`src/rtl/stepdown_pkg.sv`:
```
// Shared types and constants for the stepdown core-state sequencer.
package stepdown_pkg;

  typedef enum logic [2:0] {
    ST_OFF       = 3'd0,
    ST_WAIT_UV   = 3'd1,
    ST_SOFTSTART = 3'd2,
    ST_RUN       = 3'd3,
    ST_HICCUP    = 3'd4
  } state_t;

  localparam int SS_CODE_W = 8;
  localparam logic [SS_CODE_W-1:0] SS_CODE_RUN = 8'hFF;

endpackage

```
`src/rtl/stepdown_deglitch.sv`:
```
// Two-flop synchronizer followed by a stable-count filter: the output only
// follows the input after DGL_CYC consecutive synchronized samples disagree with it.
module stepdown_deglitch #(
  parameter int DGL_CYC = 4
) (
  input  logic clk,
  input  logic rst,
  input  logic din,
  output logic dout
);

  localparam logic [3:0] DGL_LAST = 4'(DGL_CYC - 1);

  logic       sync1_r;
  logic       sync2_r;
  logic [3:0] cnt_r;
  logic       dout_r;

  // Metastability guard for the asynchronous input
  always_ff @(posedge clk or posedge rst) begin
    if (rst) begin
      sync1_r <= 1'b0;
      sync2_r <= 1'b0;
    end else begin
      sync1_r <= din;
      sync2_r <= sync1_r;
    end
  end

  // Run-length filter; any agreeing sample restarts the count
  always_ff @(posedge clk or posedge rst) begin
    if (rst) begin
      cnt_r  <= 4'd0;
      dout_r <= 1'b0;
    end else if (sync2_r != dout_r) begin
      if (cnt_r == DGL_LAST) begin
        dout_r <= sync2_r;
        cnt_r  <= 4'd0;
      end else begin
        cnt_r <= cnt_r + 4'd1;
      end
    end else begin
      cnt_r <= 4'd0;
    end
  end

  assign dout = dout_r;

endmodule

```
`src/rtl/stepdown_corestate_seq.sv`:
```
// Core-state sequencer: OFF / WAIT_UV / SOFTSTART / RUN / HICCUP with a shared
// saturating counter, sticky fault flag and registered outputs.
module stepdown_corestate_seq
  import stepdown_pkg::*;
#(
  parameter int DGL_CYC   = 4,
  parameter int SS_CYC    = 256,
  parameter int RETRY_CYC = 1024,
  parameter int CNT_W     = 11
) (
  input  logic       CELCLK,
  input  logic       CELRST,
  input  logic       CELV,
  input  logic       CELG,
  input  logic       SUB,
  input  logic       en,
  input  logic       uvlo_ok,
  input  logic       ot,
  input  logic       ocp,
  output logic       core_on,
  output logic       ss_active,
  output logic [7:0] ss_code,
  output logic       fault,
  output logic [2:0] state
);

  localparam logic [CNT_W-1:0]   CNT_ZERO   = {CNT_W{1'b0}};
  localparam logic [CNT_W-1:0]   CNT_MAX    = {CNT_W{1'b1}};
  localparam logic [CNT_W-1:0]   SS_LAST    = CNT_W'(SS_CYC - 1);
  localparam logic [CNT_W-1:0]   RETRY_LAST = CNT_W'(RETRY_CYC - 1);
  localparam logic [CNT_W+7:0]   SS_DIV     = (CNT_W + 8)'(SS_CYC);

  logic       pins_unused_s;
  logic       en_d_s, uv_d_s, ot_d_s;
  logic       ocp_s1_r, ocp_s2_r;
  state_t     state_r, state_nxt_s;
  logic [CNT_W-1:0] cnt_r, cnt_nxt_s, cnt_inc_s;
  logic       fault_r, fault_nxt_s;
  logic       core_on_r, ss_active_r;
  logic [SS_CODE_W-1:0] ss_code_r, ss_scaled_s;

  // Supply/substrate pins exist only for the brick netlist
  assign pins_unused_s = CELV ^ CELG ^ SUB;

  stepdown_deglitch #(.DGL_CYC(DGL_CYC)) u_dgl_en (.clk(CELCLK), .rst(CELRST), .din(en),      .dout(en_d_s));
  stepdown_deglitch #(.DGL_CYC(DGL_CYC)) u_dgl_uv (.clk(CELCLK), .rst(CELRST), .din(uvlo_ok), .dout(uv_d_s));
  stepdown_deglitch #(.DGL_CYC(DGL_CYC)) u_dgl_ot (.clk(CELCLK), .rst(CELRST), .din(ot),      .dout(ot_d_s));

  // Overcurrent is synchronized only, so it acts on its first synchronized cycle
  always_ff @(posedge CELCLK or posedge CELRST) begin
    if (CELRST) begin
      ocp_s1_r <= 1'b0;
      ocp_s2_r <= 1'b0;
    end else begin
      ocp_s1_r <= ocp;
      ocp_s2_r <= ocp_s1_r;
    end
  end

  assign cnt_inc_s = (cnt_r == CNT_MAX) ? cnt_r : cnt_r + CNT_W'(1);

  // Next-state and counter; disable beats faults, faults beat UVLO
  always_comb begin
    state_nxt_s = state_r;
    cnt_nxt_s   = cnt_r;
    case (state_r)
      ST_OFF: begin
        cnt_nxt_s = CNT_ZERO;
        if (en_d_s) state_nxt_s = ST_WAIT_UV;
        else        state_nxt_s = ST_OFF;
      end
      ST_WAIT_UV: begin
        cnt_nxt_s = CNT_ZERO;
        if (!en_d_s)                 state_nxt_s = ST_OFF;
        else if (uv_d_s && !ot_d_s)  state_nxt_s = ST_SOFTSTART;
        else                         state_nxt_s = ST_WAIT_UV;
      end
      ST_SOFTSTART, ST_RUN: begin
        if (!en_d_s) begin
          state_nxt_s = ST_OFF;
          cnt_nxt_s   = CNT_ZERO;
        end else if (ocp_s2_r || ot_d_s) begin
          state_nxt_s = ST_HICCUP;
          cnt_nxt_s   = CNT_ZERO;
        end else if (!uv_d_s) begin
          state_nxt_s = ST_WAIT_UV;
          cnt_nxt_s   = CNT_ZERO;
        end else if (state_r == ST_SOFTSTART && cnt_r == SS_LAST) begin
          state_nxt_s = ST_RUN;
          cnt_nxt_s   = CNT_ZERO;
        end else if (state_r == ST_SOFTSTART) begin
          cnt_nxt_s = cnt_inc_s;
        end else begin
          state_nxt_s = ST_RUN;
        end
      end
      ST_HICCUP: begin
        if (!en_d_s) begin
          state_nxt_s = ST_OFF;
          cnt_nxt_s   = CNT_ZERO;
        end else if (cnt_r == RETRY_LAST) begin
          state_nxt_s = ST_WAIT_UV;
          cnt_nxt_s   = CNT_ZERO;
        end else begin
          cnt_nxt_s = cnt_inc_s;
        end
      end
      default: begin
        state_nxt_s = ST_OFF;
        cnt_nxt_s   = CNT_ZERO;
      end
    endcase
  end

  // Fault is sticky across a restart and only dropped when the converter is turned off
  always_comb begin
    fault_nxt_s = fault_r;
    if (state_nxt_s == ST_OFF)                                fault_nxt_s = 1'b0;
    else if (state_nxt_s == ST_HICCUP && state_r != ST_HICCUP) fault_nxt_s = 1'b1;
    else                                                      fault_nxt_s = fault_r;
  end

  // Ramp code = counter * 256 / SS_CYC; a power-of-two SS_CYC reduces this to a slice
  assign ss_scaled_s = SS_CODE_W'({cnt_nxt_s, 8'h00} / SS_DIV);

  // State, counter and outputs, all decoded from the upcoming state
  always_ff @(posedge CELCLK or posedge CELRST) begin
    if (CELRST) begin
      state_r     <= ST_OFF;
      cnt_r       <= CNT_ZERO;
      fault_r     <= 1'b0;
      core_on_r   <= 1'b0;
      ss_active_r <= 1'b0;
      ss_code_r   <= 8'h00;
    end else begin
      state_r     <= state_nxt_s;
      cnt_r       <= cnt_nxt_s;
      fault_r     <= fault_nxt_s;
      core_on_r   <= (state_nxt_s == ST_SOFTSTART) || (state_nxt_s == ST_RUN);
      ss_active_r <= (state_nxt_s == ST_SOFTSTART);
      case (state_nxt_s)
        ST_SOFTSTART: ss_code_r <= ss_scaled_s;
        ST_RUN:       ss_code_r <= SS_CODE_RUN;
        default:      ss_code_r <= 8'h00;
      endcase
    end
  end

  assign core_on   = core_on_r;
  assign ss_active = ss_active_r;
  assign ss_code   = ss_code_r;
  assign fault     = fault_r;
  assign state     = state_r;

endmodule

```
`config.mk`:
```
export PLATFORM = sky130hd
export DESIGN_NAME = stepdown_corestate_seq
export DESIGN_NICKNAME = d
export VERILOG_FILES = /design/src/rtl/stepdown_pkg.sv /design/src/rtl/stepdown_deglitch.sv /design/src/rtl/stepdown_corestate_seq.sv
export SDC_FILE = /design/constraint.sdc
export NUM_CORES = 1
export LEC_CHECK = 0
export BUFFER_PORTS_ARGS = -buffer_cell sky130_fd_sc_hd__buf_2
export CAP_MARGIN = 5
export CORE_MARGIN = 1
export CORE_UTILIZATION = 52
export CTS_CLUSTER_SIZE = 28
export DETAILED_ROUTE_END_ITERATION = 10
export GPL_ROUTABILITY_DRIVEN = 1
export HOLD_SLACK_MARGIN = 0.03
export PLACE_DENSITY_LB_ADDON = 0.1
export SYNTH_ARGS = -nofsm -noshare
export SYNTH_HDL_FRONTEND = slang
export SYNTH_SLANG_ARGS = --single-unit
```
`constraint.sdc`:
```
create_clock -name CELCLK -period 2.5 [get_ports CELCLK]
set_clock_uncertainty 0.1 [all_clocks]
set_input_delay 0.5 -clock CELCLK [delete_from_list [all_inputs] [get_ports CELCLK]]
set_output_delay 0.5 -clock CELCLK [all_outputs]
set_load 0.01 [all_outputs]
```
* Yosys cells after proc, flatten, opt, wreduce, memory -nomap -nowiden
Index checks and enable logic that the tools add are counted.
** Word-level totals
- Word-level logic and storage cells :: 85
- Register bits after elaboration :: 48
** Operators by class
- Equality and inequality tests :: 18
- Add/sub/neg operators :: 4
- Reduce and logical (&&, ||, !) cells :: 13
- Muxes and demuxes :: 29
** Operators by type and width (number)
- 2-to-1 mux 11 bit :: 8
- 2-to-1 mux 4 bit :: 6
- one-hot mux 11 bit (2 select lines) :: 1
- 2-to-1 mux 3 bit :: 7
- one-hot mux 8 bit (2 select lines) :: 1
- adder 4 x 1 -> 4 bit, second input constant :: 3
- equality test 3 x 2 -> 1 bit, second input constant :: 4
- equality test 4 x 2 -> 1 bit, second input constant :: 3
- one-hot mux 3 bit (4 select lines) :: 1
- adder 11 x 1 -> 11 bit, second input constant :: 1
- equality test 11 x 10 -> 1 bit, second input constant :: 1
- equality test 11 bit, second input constant :: 1
- equality test 11 x 8 -> 1 bit, second input constant :: 1
- equality test 3 bit, second input constant :: 2
- logical NOT 3 bit :: 2
- inequality test 6 bit, second input constant :: 1
- AND reduction 2 bit :: 3
- 2-to-1 mux 2 bit :: 2
- equality test 3 x 1 -> 1 bit, second input constant :: 1
- logical AND 1 bit :: 3
- 2-to-1 mux 1 bit :: 3
- inequality test 1 bit :: 3
- inequality test 3 bit, second input constant :: 1
- logical OR 1 bit :: 2
- 3 further kinds :: 3

* Depth between registers and ports, before layout
Gate-level depths: netlist of the first run.
- Word-level depth :: 11
- Depth in mapped cells :: 8
- Depth with buffers taken out :: 6

* Cells and area by module
From an unflattened synthesis of the first run, not the netlist that was laid out.
** Second synthesis, totals
- Cells, all modules :: 198
- Area total of the unflattened synthesis :: 2311.0 um^2
** By module, submodules not included
- stepdown_corestate_seq :: area an instance 1443.9 um^2, times used 1, seq. area each 675.6 um^2, cells each 135
- stepdown_deglitch :: area an instance 289.0 um^2, times used 3, seq. area each 175.2 um^2, cells each 21

* Worst setup path after synthesis of the first run
No wires, ideal clock.
- Kind :: register to register
- From :: reg cnt_r[0]
- To :: reg cnt_r[9]
- Cell stages (with the launch flop) :: 8
- Arrival :: 1.774 ns
- Path buffers :: 1
- Slack :: 0.500 ns
- Library setup time :: 0.127 ns
- Cells stage by stage :: dfrtp_1 -> ha_1 -> buf_4 -> nand4_2 -> o31ai_4 -> o31ai_2 -> and3_2 -> a221o_2
** On the way
- Cells in the longest elaborated chain, start to end :: 8
** RTL lines
- start: declaration :: RTL line stepdown_corestate_seq.sv:37 : logic [CNT_W-1:0] cnt_r, cnt_nxt_s, cnt_inc_s;
- start signal: assignment :: RTL line stepdown_corestate_seq.sv:137 : cnt_r <= cnt_nxt_s;
- adder 11 x 1 -> 11 bit / equality test 11 bit (equally long branches) :: RTL line stepdown_corestate_seq.sv:60 : assign cnt_inc_s = (cnt_r == CNT_MAX) ? cnt_r : cnt_r + CNT_W'(1);
- 2-to-1 mux 11 bit :: RTL line stepdown_corestate_seq.sv:60
- 2-to-1 mux 11 bit :: RTL line stepdown_corestate_seq.sv:91 : end else if (state_r == ST_SOFTSTART) begin
- 2-to-1 mux 11 bit :: RTL line stepdown_corestate_seq.sv:88 : end else if (state_r == ST_SOFTSTART && cnt_r == SS_LAST) begin
- 2-to-1 mux 11 bit :: RTL line stepdown_corestate_seq.sv:85 : end else if (!uv_d_s) begin
- 2-to-1 mux 11 bit :: RTL line stepdown_corestate_seq.sv:82 : end else if (ocp_s2_r || ot_d_s) begin
- 2-to-1 mux 11 bit :: RTL line stepdown_corestate_seq.sv:79 : if (!en_d_s) begin
- one-hot mux 11 bit (2 select lines) :: RTL line stepdown_corestate_seq.sv:66 : case (state_r)
Several ways; a longest one is shown, not always the timed one. The select of a mux whose other input is x is not followed.
A chain may end at the register's enable or synchronous reset.

* Worst setup path after layout of the first run
- From :: reg state_r[2], in the netlist state[2]
- To :: reg ss_code_r[1], in the netlist ss_code[1]
** On the way
- Cells in the longest elaborated chain, start to end :: 9
** RTL lines
- start: declaration :: RTL line stepdown_corestate_seq.sv:36 : state_t state_r, state_nxt_s;
- start signal: assignment :: RTL line stepdown_corestate_seq.sv:136 : state_r <= state_nxt_s;
- equality test 3 x 2 -> 1 bit :: RTL line stepdown_corestate_seq.sv:66, stepdown_corestate_seq.sv:88, stepdown_corestate_seq.sv:91
- 2-to-1 mux 3 bit / logical AND 1 bit (equally long branches) :: RTL line stepdown_corestate_seq.sv:91, stepdown_corestate_seq.sv:88
- 2-to-1 mux 3 bit :: RTL line stepdown_corestate_seq.sv:88
- 2-to-1 mux 3 bit :: RTL line stepdown_corestate_seq.sv:85
- 2-to-1 mux 3 bit :: RTL line stepdown_corestate_seq.sv:82
- 2-to-1 mux 3 bit :: RTL line stepdown_corestate_seq.sv:79
- one-hot mux 3 bit (4 select lines) :: RTL line stepdown_corestate_seq.sv:66
- equality test 3 x 2 -> 1 bit :: RTL line stepdown_corestate_seq.sv:141 : case (state_nxt_s)
- one-hot mux 8 bit (2 select lines) * :: RTL line stepdown_corestate_seq.sv:141
- end signal: assignment :: RTL line stepdown_corestate_seq.sv:142 : ST_SOFTSTART: ss_code_r <= ss_scaled_s;
- end: declaration :: RTL line stepdown_corestate_seq.sv:40 : logic [SS_CODE_W-1:0] ss_code_r, ss_scaled_s;
Mark *: on every way between the ends. The rest lies on a longest branch, timed or not. The select of a mux whose other input is x is not followed.

==> key figures, run 1 <==
Run status
  – Outcome: complete, no violations

Logic synthesis
  – Syn nets: 216
  – Main synth FF type: dfrtp_1
  – Seq/Total Area, Yosys: 0.5451
  – Biggest area consumer among synthesized cells: dfrtp_1
  – Mapped Cells: 203
  – YS warnings: 0
  – Number of flops mapped to enable cells by yosys: 0
  – Synth area leaders: dfrtp_1 (55%), nand2_1 (2.7%), nor2_1 (2.7%), o21ai_0 (2.5%), a21oi_1 (2.3%)
  – Flops & latches, synth: 48
  – Top cell type's share of synthesized area: 0.5451
  – Async SR Flop Fraction: 1.000
  – Post-synth cell types: 51
  – Syn Std Cell Area: 0.002203 mm2
  – Avg Synthesized Cell Area: about 11 um2

Die
  – # IOs: 23
  – Die W: 67.10 um
  – Die ar.: 0.004502 mm2
  – Die height: 67.10 um
  – Core footprint: 0.004029 mm2
  – Row Count: 23
  – Initial Util: 0.5469

Place
  – IO Port Bufs: 19
  – DP Worst Slack: slightly below 300 ps
  – Final GP Congestion: a little under 0.9
  – Placed Area: 0.002396 mm2
  – Hpwl dp: 3331 um

GRT
  – Total GRT Usage: 0.2247
  – Grt total ovfl: 0
  – Routing usage on met1: 0.2887
  – Initial antenna violation count: 0
  – Vias in the first global route: 1,622
  – Global-route wire length before repair: 7424 um
  – Most Crowded Layer GR: met2
  – Largest net degree at the start of global routing: 28
  – Met2 usage: 0.3700
  – Met3 global-route usage: 0.04281

STA
  – Slew Viols, Final: 0
  – Post-Route Setup TNS: 0 ps
  – Crit path time final: 2253 ps
  – Final setup vio count: 0
  – Final period util: 0.9013
  – Max_slew headroom: 0.5812
  – Final hold vios: 0
  – Worst setup margin: 246.6 ps
  – Fmax: 443.8 MHz
  – WHS: about 110 ps
  – Worst-margin pin slew: 624.4 ps
  – RSZ-0062 raised after global routing: false

Clock network
  – Root Buffer: clkbuf_8
  – Postcts setup bufs: 0
  – H-tree level count: 2
  – Max clock buf depth: 2
  – Clock tree from TritonCTS: yes
  – Later-pin clock latency in the skew report: 300 ps
  – Post-CTS sizing: 0
  – Total CTS buffers: 5
  – Clk sinks: 48
  – Post-CTS Hold Fix Bufs: 0
  – Worst-path clk slew: approximately 80 ps

Power
  – PD cells: 790.8 mW/mm2
  – Worst vdd ir: 0.4353 mV
  – Leakage: 0.001146 uW

Layout
  – Most common cell after layout, fill and taps aside: dfrtp_1
  – Post-route design area: 0.002504 mm2
  – Layout fillers: 349
  – Most frequent cells in the layout: dfrtp_1 (48), buf_2 (19), nor2_1 (16), nand2_1 (16), o21ai_0 (11)
  – Antenna cell count: 0
  – Nets: 245
  – Layout Area Growth over Synthesis: 13.63%
  – Share of layout cells above drive strength 1: 0.2275

Run
  – Max cap viols: 0

Worst setup path
  – Worst-path maximum fanout: 10
  – Reg2Reg Setup Slack: 250 ps
  – Kind of critical path: reg2reg
  – Crit path DAT: 2350 ps
  – Setup crit end kind: register
  – Crit start category: register
  – Crit path required time: 2590 ps

Route
  – Routed Antenna Nets: 0
  – DR vias: 1,683
  – Total Wirelength: 4512 um
  – Via/cell ratio: 5.947
  – Pre-antenna DRT Iters: 4
  – DRC: 0
  – Routed WL per cell: 15.94 um
  – DRT iter0 DRCs: 117

Hold path
  – Hold Crit Class: in2async
[stage by stage]
step / cells / utilization / total power (uW)
2_1_floorplan: 203 / - / 1298
3_3_place_gp: 275 / 0.5947 / 1427
3_5_place_dp: 275 / 0.5947 / 1458
4_1_cts: 283 / 0.6214 / 2004
5_1_grt: 283 / 0.6214 / 2101
6_report: 283 / 0.6214 / 1980
[area by class of cell]
cell class,instances,area (um2),area share
Clock buffer,6,72.57,0.02899
Clock inverter,2,35.03,0.01399
Inverter,5,18.77,0.007496
Multi-Input combinational cell,146,953.4,0.3808
Sequential cell,48,1201,0.4798
Tap cell,50,62.56,0.02499
Timing Repair Buffer,26,160.2,0.06397
[cells in the mapped netlist (2+ instances only)]
master and n:
nor3_1 7, nand2_1 16, inv_1 5, a211oi_1 2
nand3_1 10, nand3b_1 5, nand4_1 4, and3_1 3
o31ai_1 2, a31oi_1 4, o22ai_1 2, a21o_1 2
dfrtp_1 48, a21oi_1 10, mux2_2 3, a41oi_1 2
xnor2_1 3, and3_2 3, nor2_1 16, xor2_1 3
nor4_1 2, nand2b_1 3, nor3b_1 3, o21a_1 2
ha_1 4, o21ai_0 11, nor2b_1 3, buf_4 2
[final timing paths]
path | end | cells past startpoint | start
worst max-delay path | ss_code[1] | 5 | state[2]
worst max register to register | ss_code[1] | 5 | state[2]
max in group asynchronous | ss_code[7] | 3 | CELRST
worst min-delay path | u_dgl_uv.cnt_r[2] | 2 | CELRST
min in group CELCLK | u_dgl_uv.sync1_r | 1 | uvlo_ok
worst min register to register | u_dgl_ot.sync2_r | 0 | u_dgl_ot.sync1_r
[report_power, final]
part | switching [uW] | internal (uW) | total [uW]
clock network | 246 | 297 | 542
logic | 242 | 203 | 444
registers | 102 | 892 | 993
[cell families (layout without fill, tap and decap cells)]
group	count (synthesis)	count (layout)	synth area share
simple gates	87	87	0.2243
mux	3	3	0.01533
fa+ha+maj	4	4	0.02272
compound gates	46	46	0.1465
flops	48	48	0.5451
buf+inv	9	39	0.02214
xor+xnor	6	6	0.02385
[flip-flops by register name (all words and copies together) (netlist names), 3 cells and up]
| signal | flops |
|---|---|
| state | 3 |
| u_dgl_ot.cnt_r | 4 |
| u_dgl_uv.cnt_r | 4 |
| ss_code | 8 |
| cnt_r | 11 |
| u_dgl_en.cnt_r | 4 |
[layer usage]
layer	part of all wire	vias to the layer above
met2	0.49	39
met1	0.46	836
met5	0	-
li1	-	802
met3	0.035	6
met4	0.014	0
[critical path, cell delays in order (launching register included)]
cell and delay (ps):
dfrtp_1 470, and3b_2 300, nand3_1 130, o31ai_2 620, nor2_1 140, o41ai_2 390
Note: power is estimated with default switching activity, not from simulation.
==> run 2, diff against run 1 <==
--- a/config.mk
+++ b/config.mk
@@ -14,6 +14,7 @@
 export GPL_ROUTABILITY_DRIVEN = 1
 export HOLD_SLACK_MARGIN = 0.03
 export PLACE_DENSITY_LB_ADDON = 0.1
+export RECOVER_POWER = 100
 export SYNTH_ARGS = -nofsm -noshare
 export SYNTH_HDL_FRONTEND = slang
 export SYNTH_SLANG_ARGS = --single-unit
==> constraint.sdc (replaced) <==
create_clock -name CELCLK -period 1.9 [get_ports CELCLK]
set_clock_uncertainty 0.1 [all_clocks]
set_input_delay 0.38 -clock CELCLK [delete_from_list [all_inputs] [get_ports CELCLK]]
set_output_delay 0.38 -clock CELCLK [all_outputs]
set_load 0.01 [all_outputs]
==> key figures, run 2 (synthesis results as in run 1) <==
Power
  – Reg power frac: 0.476
  – Clock power share: 0.230
  – Total power: 2652 uW
  – Cell-internal power: 1782 uW
  – PD cells: 910.8 mW/mm2
  – Switching Share: 0.3282
  – Leakage: 0.001279 uW
  – Worst vdd ir: about 0.66 mV
  – P_sw: ~870 uW
  – Combinational fraction of design power: 0.294

Worst setup path
  – Kind of critical path: reg2reg
  – Crit path required time: about 2000 ps
  – Setup crit end kind: register
  – Largest delay share family, worst path: compound AO/OA/AOI/OAI gates
  – Crit start category: register
  – Crit path cell chain: buf_6, nand3b_1, o31ai_4, o31ai_4, buf_6, a22o_1, o21a_1
  – Crit path DAT: 2070 ps
  – Worst-path maximum fanout: 6
  – Crit path largest cell delay: 400 ps
  – Slowest-stage cell, CP: dfrtp_1
  – CP Buf/Inv Count: 2

Layout
  – Most common cell after layout, fill and taps aside: dfrtp_1
  – Layout Area Growth over Synthesis: 32.14%
  – Largest register by flop count: cnt_r
  – Most frequent cells in the layout: dfrtp_1 (47), buf_4 (33), nand2_1 (14), clkbuf_1 (14), nor2_1 (12)
  – Antenna cell count: 0
  – Post-Layout Cell Count: roughly 320
  – Largest register FFs: 11
  – Nets: 280
  – Share of layout cells above drive strength 1: 0.3470
  – Layout fillers: 290

STA
  – Worst setup margin: -72.62 ps
  – Worst-margin pin slew: roughly 830 ps
  – Post-Route Setup TNS: -208.5 ps
  – Fmax: about 510 MHz
  – Crit path time final: 1973 ps
  – Final setup vio count: 8
  – Slew Viols, Final: 0
  – RSZ-0062 raised after global routing: true
  – Max_slew headroom: 0.4460
  – Final hold vios: 0
  – Final period util: 1.038

Route
  – DR vias: 1,844
  – Via/cell ratio: 5.799
  – Routed WL per cell: 15.95 um
  – Total Wirelength: 5072 um
  – DRT iter0 DRCs: about 120
  – Routed Antenna Nets: 0
  – Pre-antenna DRT Iters: 4
  – DRC: 0

Hold path
  – Hold Crit Class: in2reg

Die
  – Die height: 67.10 um
  – Core footprint: 0.004029 mm2
  – Initial Util: 0.5469
  – Die ar.: 0.004502 mm2
  – # IOs: 23
  – Die W: 67.10 um
  – Row Count: 23

GRT
  – Initial antenna violation count: 0
  – Grt total ovfl: 0
  – Vias in the first global route: 1,749
  – Global-route wire length before repair: 8093 um
  – Total GRT Usage: 0.2408
  – Largest net degree at the start of global routing: 27

Clock network
  – Clk sinks: 48
  – H-tree level count: 2
  – Total CTS buffers: 5
  – Max clock buf depth: 2
  – Later-pin clock latency in the skew report: roughly 300 ps
  – Worst-path clk slew: 90 ps
  – Root Buffer: clkbuf_8
  – Clock tree from TritonCTS: yes

Run
  – Max cap viols: 0

Place
  – Hpwl dp: approximately 3500 um
  – Placed Cells: 305
  – IO Port Bufs: 19
  – Final GP Congestion: 0.8981

Run status
  – Failing checks: negative setup slack
  – Outcome: complete, but fails checks
==> run 2: area by class of cell <==
type | count | area, um2 | share of cell area
tap | 50 | 62.56 | 0.02149
sequential | 48 | 1202 | 0.4130
multi-input combinational | 146 | 1122 | 0.3855
timing repair buffer | 61 | 412.9 | 0.1418
clock inverter | 3 | 23.77 | 0.008165
inverter | 5 | 18.77 | 0.006446
clock buffer | 5 | 68.82 | 0.02364
==> run 2: through the flow <==
stage          hold WS [ps]  worst slack [ps]    util  instance area (um2)
6_report              79.62            -72.62  0.7227                 2912
3_5_place_dp          235.5            -217.0  0.6528                 2630
3_3_place_gp          232.2            -67.43  0.6528                 2630
5_1_grt               64.40            -143.0  0.7227                 2912
2_1_floorplan         231.2             23.11       -                 2212
4_1_cts               77.03            -12.47  0.7056                 2843
==> run 2: power by group through the flow <==
stage,Clock [uW],Combinational (uW),Sequential (uW)
floorplan,0,381,1330
global placement,0,705,1270
detailed placement,0,733,1280
CTS,623,773,1260
global route,657,866,1280
finish,610,781,1260
==> run 2: worst register-to-register path: stages, from the launching register on <==
cell and delay [ps]:
dfrtp_1 400, buf_6 130, nand3b_1 190, o31ai_4 340, o31ai_4 200, buf_6 170
a22o_1 180, o21a_1 170
==> run 2: layer usage <==
layer,part of all wire,up-vias,routed length (um),track usage
li1,-,874,-,-
met1,0.44,892,2217,0.3152
met2,0.50,63,2527,0.3925
met3,0.042,15,212,0.05137
met4,0.023,0,115,0.07979
met5,0,-,0,0
==> run 2: worst paths after layout <==
| path | startpoint | to | slack, ps | cells past startpoint |
|---|---|---|---|---|
| worst max-delay path | cnt_r[10] | ss_code[6] | -70 | 7 |
| worst min-delay path | ot | u_dgl_ot.sync1_r | 80 | 1 |
| worst max register to register | cnt_r[10] | ss_code[6] | -70 | 7 |
| worst min register to register | u_dgl_en.sync1_r | u_dgl_en.sync2_r | 250 | 0 |
| max in group asynchronous | CELRST | state[1] | 190 | 4 |
| min in group asynchronous | CELRST | ocp_s1_r | 680 | 3 |
==> run 2: repair_timing <==
| item | in CTS | in global routing |
|---|---|---|
| hold buffers | 1 | 0 |
| endpoints found under the hold margin | 22 | 0 |
| setup buffers | 3 | 1 |
| resized for setup | 21 | 22 |
| setup endpoints to repair | 20 | 19 |
| pin swaps | 6 | 11 |
